--- src/rtl/rv32_alu_dec.sv ---
// rv32_alu_dec: RV32 integer ALU decode stage with a two-entry (main + skid) handshake buffer.
//
// Ports:
//   clk_in        - clock, all state updates on the rising edge
//   rst_n_in      - asynchronous active-low reset, released synchronously by the system
//   in_valid_in   - upstream offers an instruction bundle
//   in_ready_out  - registered; low only while both buffer entries are full
//   instr_in, pc_in, rs1_data_in, rs2_data_in - instruction word, its PC, register read data
//   out_valid_out - decoded bundle available
//   out_ready_in  - ALU stage accepts the bundle
//   op_1_out, op_2_out - ALU operands
//   opcode_out    - {alt, funct3}; alt selects SUB (000) or SRA (101)
//   rd_out        - destination register
//   illegal_out   - bundle could not be decoded (operands, opcode and rd forced to zero)
//
// Configuration: define RV32_ALU_DEC_UPPER_EN to decode LUI and AUIPC; otherwise they are illegal.
module rv32_alu_dec (
    input  logic        clk_in,
    input  logic        rst_n_in,
    input  logic        in_valid_in,
    output logic        in_ready_out,
    input  logic [31:0] instr_in,
    input  logic [31:0] pc_in,
    input  logic [31:0] rs1_data_in,
    input  logic [31:0] rs2_data_in,
    output logic        out_valid_out,
    input  logic        out_ready_in,
    output logic [31:0] op_1_out,
    output logic [31:0] op_2_out,
    output logic [3:0]  opcode_out,
    output logic [4:0]  rd_out,
    output logic        illegal_out
);
    typedef struct packed {
        logic [31:0] op_1;
        logic [31:0] op_2;
        logic [3:0]  opcode;
        logic [4:0]  rd;
        logic        illegal;
    } bundle_t;

    logic [6:0] opc;
    logic [2:0] f3;
    logic [6:0] f7;
    logic       op_legal;
    logic       imm_legal;
    logic       unused_fields;
    bundle_t    dec;

    assign opc = instr_in[6:0];
    assign f3  = instr_in[14:12];
    assign f7  = instr_in[31:25];
    // rs1 index is resolved by the register file; pc is only needed for AUIPC
    assign unused_fields = ^{instr_in[19:15], pc_in};

    assign op_legal  = (f7 == 7'b0000000) || (f7 == 7'b0100000 && (f3 == 3'b000 || f3 == 3'b101));
    // shift-immediates reuse funct7 bits of the immediate as an encoding field
    assign imm_legal = (f3 == 3'b001) ? (f7 == 7'b0000000) :
                       (f3 == 3'b101) ? (f7 == 7'b0000000 || f7 == 7'b0100000) : 1'b1;

    always_comb begin
        dec         = '0;
        dec.illegal = 1'b1;
        case (opc)
            7'b0110011: if (op_legal) begin
                dec.op_1    = rs1_data_in;
                dec.op_2    = rs2_data_in;
                dec.opcode  = {instr_in[30], f3};
                dec.rd      = instr_in[11:7];
                dec.illegal = 1'b0;
            end
            7'b0010011: if (imm_legal) begin
                dec.op_1    = rs1_data_in;
                dec.op_2    = {{20{instr_in[31]}}, instr_in[31:20]};
                dec.opcode  = {(f3 == 3'b101) & instr_in[30], f3};
                dec.rd      = instr_in[11:7];
                dec.illegal = 1'b0;
            end
`ifdef RV32_ALU_DEC_UPPER_EN
            7'b0110111: begin
                dec.op_2    = {instr_in[31:12], 12'b0};
                dec.rd      = instr_in[11:7];
                dec.illegal = 1'b0;
            end
            7'b0010111: begin
                dec.op_1    = pc_in;
                dec.op_2    = {instr_in[31:12], 12'b0};
                dec.rd      = instr_in[11:7];
                dec.illegal = 1'b0;
            end
`endif
            default: ;
        endcase
    end

    bundle_t main_q, main_d, skid_q, skid_d;
    logic    main_v_q, main_v_d, skid_v_q, skid_v_d, ready_q, ready_d;
    logic    acc, drn;

    assign acc = in_valid_in && ready_q;
    assign drn = main_v_q && out_ready_in;

    always_comb begin
        main_d   = main_q;
        main_v_d = main_v_q;
        skid_d   = skid_q;
        skid_v_d = skid_v_q;
        if (!main_v_q || drn) begin
            // main frees up: refill from skid first to keep order
            if (skid_v_q) begin
                main_d   = skid_q;
                main_v_d = 1'b1;
                skid_v_d = acc;
                if (acc) skid_d = dec;
            end else begin
                main_v_d = acc;
                if (acc) main_d = dec;
            end
        end else if (acc) begin
            skid_d   = dec;
            skid_v_d = 1'b1;
        end
        ready_d = !skid_v_d;
    end

    always_ff @(posedge clk_in or negedge rst_n_in) begin
        if (!rst_n_in) begin
            main_q   <= '0;
            main_v_q <= 1'b0;
            skid_q   <= '0;
            skid_v_q <= 1'b0;
            ready_q  <= 1'b1;
        end else begin
            main_q   <= main_d;
            main_v_q <= main_v_d;
            skid_q   <= skid_d;
            skid_v_q <= skid_v_d;
            ready_q  <= ready_d;
        end
    end

    assign in_ready_out  = ready_q;
    assign out_valid_out = main_v_q;
    assign op_1_out      = main_q.op_1;
    assign op_2_out      = main_q.op_2;
    assign opcode_out    = main_q.opcode;
    assign rd_out        = main_q.rd;
    assign illegal_out   = main_q.illegal;
endmodule
--- config.mk ---
export PLATFORM = sky130hd
export DESIGN_NAME = rv32_alu_dec
export DESIGN_NICKNAME = d
export VERILOG_FILES = /design/src/rtl/rv32_alu_dec.sv
export SDC_FILE = /design/constraint.sdc
export NUM_CORES = 1
export LEC_CHECK = 0
export ABC_AREA = 1
export CORE_MARGIN = 8
export CORE_UTILIZATION = 35
export CTS_CLUSTER_DIAMETER = 60
export DETAILED_ROUTE_END_ITERATION = 10
export PLACE_DENSITY_LB_ADDON = 0.1
export REMOVE_ABC_BUFFERS = 1
export SLEW_MARGIN = 5
export SYNTH_ARGS = -nofsm -noshare
export SYNTH_HDL_FRONTEND = slang
export SYNTH_SLANG_ARGS = --single-unit
--- constraint.sdc ---
create_clock -name clk_in -period 4.28 [get_ports clk_in]
set_input_delay 0.642 -clock clk_in [delete_from_list [all_inputs] [get_ports clk_in]]
set_output_delay 0.642 -clock clk_in [all_outputs]
set_load 0.02 [all_outputs]
## Yosys cells after proc, flatten, opt, wreduce, memory -nomap -nowiden

Cells that the tools add are included.

| storage, ports and cells | value |
|---|---|
| memories | 0 |
| flip-flop bits (word level) | 151 |
| input port bits | 132 |
| output and inout port bits | 76 |
| latch bits | 0 |
| memory bits (read-only) | 0 |
| word-level logic and storage cells | 47 |
| memory bits (writable) | 0 |

| cells by class | value |
|---|---|
| eq/ne operators | 6 |
| reduce and logical (&&, ||, !) cells | 13 |
| multipliers | 0 |
| div/mod/pow operators | 0 |
| bitwise logic cells | 1 |
| shift operators | 0 |
| muxes and demuxes | 14 |
| magnitude comparators | 0 |
| add/subtract/negate cells | 0 |

Operators by type and width:

| kind | count |
|---|---|
| 74-bit two-way mux | 7 |
| 74-bit case mux with 2 select lines | 1 |
| 7-bit by 6-bit equality test with 1-bit output, second input constant | 2 |
| 7-bit by 5-bit equality test with 1-bit output, second input constant | 1 |
| 7-bit logical NOT | 1 |
| 1-bit two-way mux | 6 |
| 1-bit logical OR | 4 |
| 3-bit by 1-bit equality test with 1-bit output, second input constant | 1 |
| 3-bit equality test, second input constant | 1 |
| 1-bit logical AND | 3 |
| 3-bit logical NOT | 1 |
| 1-bit logical NOT | 2 |
| 2-bit inequality test, second input constant | 1 |
| 2-bit AND reduction | 1 |
| 2-bit nonzero test | 1 |
| 1-bit AND | 1 |

## Longest topological paths before layout

| logic depth | value |
|---|---|
| depth after elaboration | 9 |
| depth in mapped cells | 12 |
| gate-level depth less buffers | 11 |

## Worst setup path before layout

Ideal clock, no wire load.

| timing | value |
|---|---|
| path kind | input to register |
| start point | input instr_in[29] |
| end point | register main_q, in the netlist op_1_out[10] |
| buffers on the path | 1 |
| library setup time | 0.066 ns |
| slack | 2.599 ns |
| arrival time | 1.616 ns |
| stages | 12 |
| required time | 4.214 ns |
| path through | nor2_1 -> nand2_1 -> nor2_1 -> nand2_1 -> nand2_2 -> nand2_2 -> nand2_2 -> buf_6 -> nand2_1 -> nand2_1 -> nand2_1 -> nand2_1 |

| on the way | value |
|---|---|
| longest elaborated chain between the ends | 8 |
| elaborated cells on any way between the ends | 12 |
| classes of those cells | eq/ne (1); mux (7); reduce/logical (4) |

Ends and longest elaborated chain:

| element | line | source |
|---|---|---|
| start: declaration | 22 | `input logic [31:0] instr_in,` |
| 7-bit by 6-bit equality test with 1-bit output or 7-bit logical NOT (tied branches) | 56, 59, 58 |  |
| 1-bit logical OR | 59 | `(f3 == 3'b101) ? (f7 == 7'b0000000 \|\| f7 == 7'b0100000) : 1'b1;` |
| 1-bit two-way mux | 59 |  |
| 1-bit two-way mux | 58 | `assign imm_legal = (f3 == 3'b001) ? (f7 == 7'b0000000) :` |
| 74-bit two-way mux | 72 | `7'b0010011: if (imm_legal) begin` |
| 74-bit case mux with 2 select lines * | 64 | `case (opc)` |
| 74-bit two-way mux * | 117 | `if (acc) main_d = dec;` |
| 74-bit two-way mux * | 110 | `if (skid_v_q) begin` |
| end signal: assignment | 134 | `main_q <= main_d;` |
| end: declaration | 96 | `bundle_t main_q, main_d, skid_q, skid_d;` |

Mark *: on every way between the ends. The rest lies on a longest branch, timed or not. The select of a mux whose other input is x is not followed.
A chain may end at the register's enable or synchronous reset.

## Worst setup path after layout

| timing | value |
|---|---|
| start point | input instr_in[31] |
| end point | register main_q, in the netlist op_1_out[25] |

The elaborated chain is that of the path after synthesis.

==> flow_summary.toml <==
[pwr]
pwr-share-seq_pct = 34.3
peakVddDrop_v = 0.0004443
p_comb_share_pct = 41.6
switching_share_pct = 38.37
p_int_uw = 4061
p_per_area_mw_per_mm2 = 692.0
switchingPower_uw = 2528
total_leakage_power_uw = 0.004642
power_uw = 6589
clock_power_share_pct = 24.1

[grt]
grt_max_degree = 117
grt_pass1_wl_mm = 32.44
grt_antenna_before_repair = 3
grt_pass1_vias = 6060
grt_usage_pct = 16.48
gr-total-overflow = 0

[setup_path]
critPathLaunchType = "primary input"
crit_fanout = 40
timing.rr.start = "skid_v_q"
crit_required_ps = 4640
crit_type = "in -> reg"
crit_arrival_ps = 3110
end_kind = "flop"
crit_start = "instr_in[31]"

[synth]
yosys.area.top_type = "dfrtp_1"
syn_avg_cell_area_um2 = 7.690
synthTopCellsByCount = "nand2_1 (311), nor2_1 (181), dfrtp_1 (150)"
synth_ff_type = "dfrtp_1"
netlist-cell-type-count = 23
ys_warn_count = 0
synth_area_leaders = "dfrtp_1 (53%), nand2_1 (17%), nor2_1 (9.6%)"
synth_edf_count = 0
synth_top_area_share_pct = 53.12
ys_seq_area_share_pct = 53.49
syn_inst = 919
synth_area_mm2 = 0.007067
synth.most_common_cell = "nand2_1"
synthArstFlopShare_pct = 100.0
ys_seq_elements = 151

[placement]
portBuffers = 170
dp_cells = 1305
gp_congestion = 0.7351
dp_hpwl_mm = 12.31

[finish]
syn_to_final_growth_pct = 34.74
layout-drive-gt1-share_pct = 6.279
final_nets = 1186
final_cells = 1339

[run]
max_cap_violations = 0

[floorplan]
fp.dieH_um = 158.1
io_pins = 208
fp.dieW_um = 158.1
core-area_mm2 = 0.02004
rows = 52
start_util_pct = 35.26
dieArea_mm2 = 0.02499

[timing]
worst_pin_slew_ps = 1176
fin_crit_sh_pct = 64.37
skew_ps = 12.48
fmax_ghz = 0.3630
finalHoldViolCount = 0
slew_viol_final = 0
setup_viol = 0
min_period_ps = 2755
slew_headroom_pct = 21.60
rsz0062_at_grt = "no"

[cts]
clkLatencyLatePin_ps = 420
cts_root_buf = "clkbuf_16"
postCtsSetupBuffers = 0
cts_resized = 0
path_clk_slew_ps = 70
htree_levels = 4
cts_hold_buf = 0
cts.sinks = 151
cts_tree = "yes"
numCtsBuffers = 17
cts_buffer_depth = 2

[route]
wl_mm = 20.19
drtPass1Iterations = 6
ant_nets = 0
vias = 6287
drtIter0Drc = 346
wl_per_cell_um = 15.08
drc = 0
via_per_inst = 4.695

[status]
run_status = "completed"

[min_path]
holdCritPathClass = "in -> async"
==> final cells by class <==
class                   instances  area, µm²
inverters                      13      53.80
diodes                          2      5.005
repair buffers                178       1775
flip-flops and latches        151       3780
clock inverters                12      165.2
fillers                      2088      10520
multi-input cells             693       2948
clock buffers                  20      456.7
well taps                     270      337.8
==> placed cells by master, fill, tap and decap left out <==
master / instances
nand3b_1: 1
buf_6: 1
nand2_1: 310
inv_6: 3
nand2_2: 4
diode_2: 2
nand3_2: 1
clkdlybuf4s50_1: 169
buf_12: 1
nand2_4: 1
clkinvlp_4: 5
nor2_1: 181
nand4_1: 1
dfstp_2: 1
bufinv_16: 3
o21ai_0: 1
inv_1: 10
inv_8: 1
a21oi_1: 31
clkbuf_1: 1
a31oi_1: 33
nor2_4: 1
or2_2: 16
dfrtp_1: 150
o21bai_2: 1
inv_4: 2
clkbuf_8: 2
clkbuf_16: 17
o21ai_1: 15
buf_4: 7
nand3_1: 96
clkinv_1: 1
==> worst paths after layout <==
path / to / depth (start not counted) / slack, ps
min in group clk_in: op_2_out[23] / 2 / 480
worst max register to register: op_2_out[20] / 7 / 1730
max in group asynchronous: skid_q[40] / 2 / 3160
worst min-delay path: op_1_out[28] / 1 / 260
worst max-delay path: op_1_out[25] / 12 / 1530
worst min register to register: op_2_out[23] / 2 / 480
==> kinds of logic (layout without fill, tap and decap cells) <==
logic type             Yosys count  count (layout)  synth area share, %
AO/OA/AOI/OAI                   81              81                6.409
buffers and inverters           75             223                4.904
flip-flops                     151             151                53.49
other                            0               2                    0
AND/OR/NAND/NOR                612             612                35.20
==> sequential cells by signal, indices dropped and copies added, names as in the netlist, 4 cells and up <==
name,cells
skid_q,74
op_2_out,32
op_1_out,32
rd_out,5
opcode_out,4
==> layer usage <==
| layer | global-route usage [%] | vias up | part of all wire, % |
|---|---|---|---|
| met4 | 4.535 | 6 | 0.88 |
| li1 | - | 3206 | - |
| met5 | 0 | - | 0.15 |
| met1 | 21.25 | 2916 | 46 |
| met3 | 6.197 | 19 | 7.5 |
| met2 | 25.41 | 140 | 45 |
==> power by group through the flow <==
stage,Clock (µW),Sequential (µW),Combinational [µW]
after floorplan,0,2550,1540
after CTS,1630,2270,2800
after global routing,1690,2340,3100
after detailed placement,0,2280,2780
final,1590,2260,2740
after global placement,0,2270,2760
==> critical path, stage by stage <==
cell	delay, ps
clkdlybuf4s50_1	430
nor2_1	160
nand2_1	70
nor2_1	150
nand2_1	80
nand2_2	300
nand2_1	140
nand2_2	690
nand2_1	200
nand2_1	110
nand2_1	60
nand2_1	50
==> stage by stage <==
stage	TNS (ps)	worst slack (ps)	hold slack (ps)	util [%]	cell area, µm²
floorplan	-74350	-1924	346.4	-	6769
global placement	0	1099	460.7	44.39	8895
detailed placement	0	1070	463.6	44.39	8895
CTS	0	1512	288.2	47.49	9517
global route	0	1224	292.5	47.49	9517
finish	0	1525	261.7	47.52	9522
Note: power is estimated with default switching activity, not from simulation.
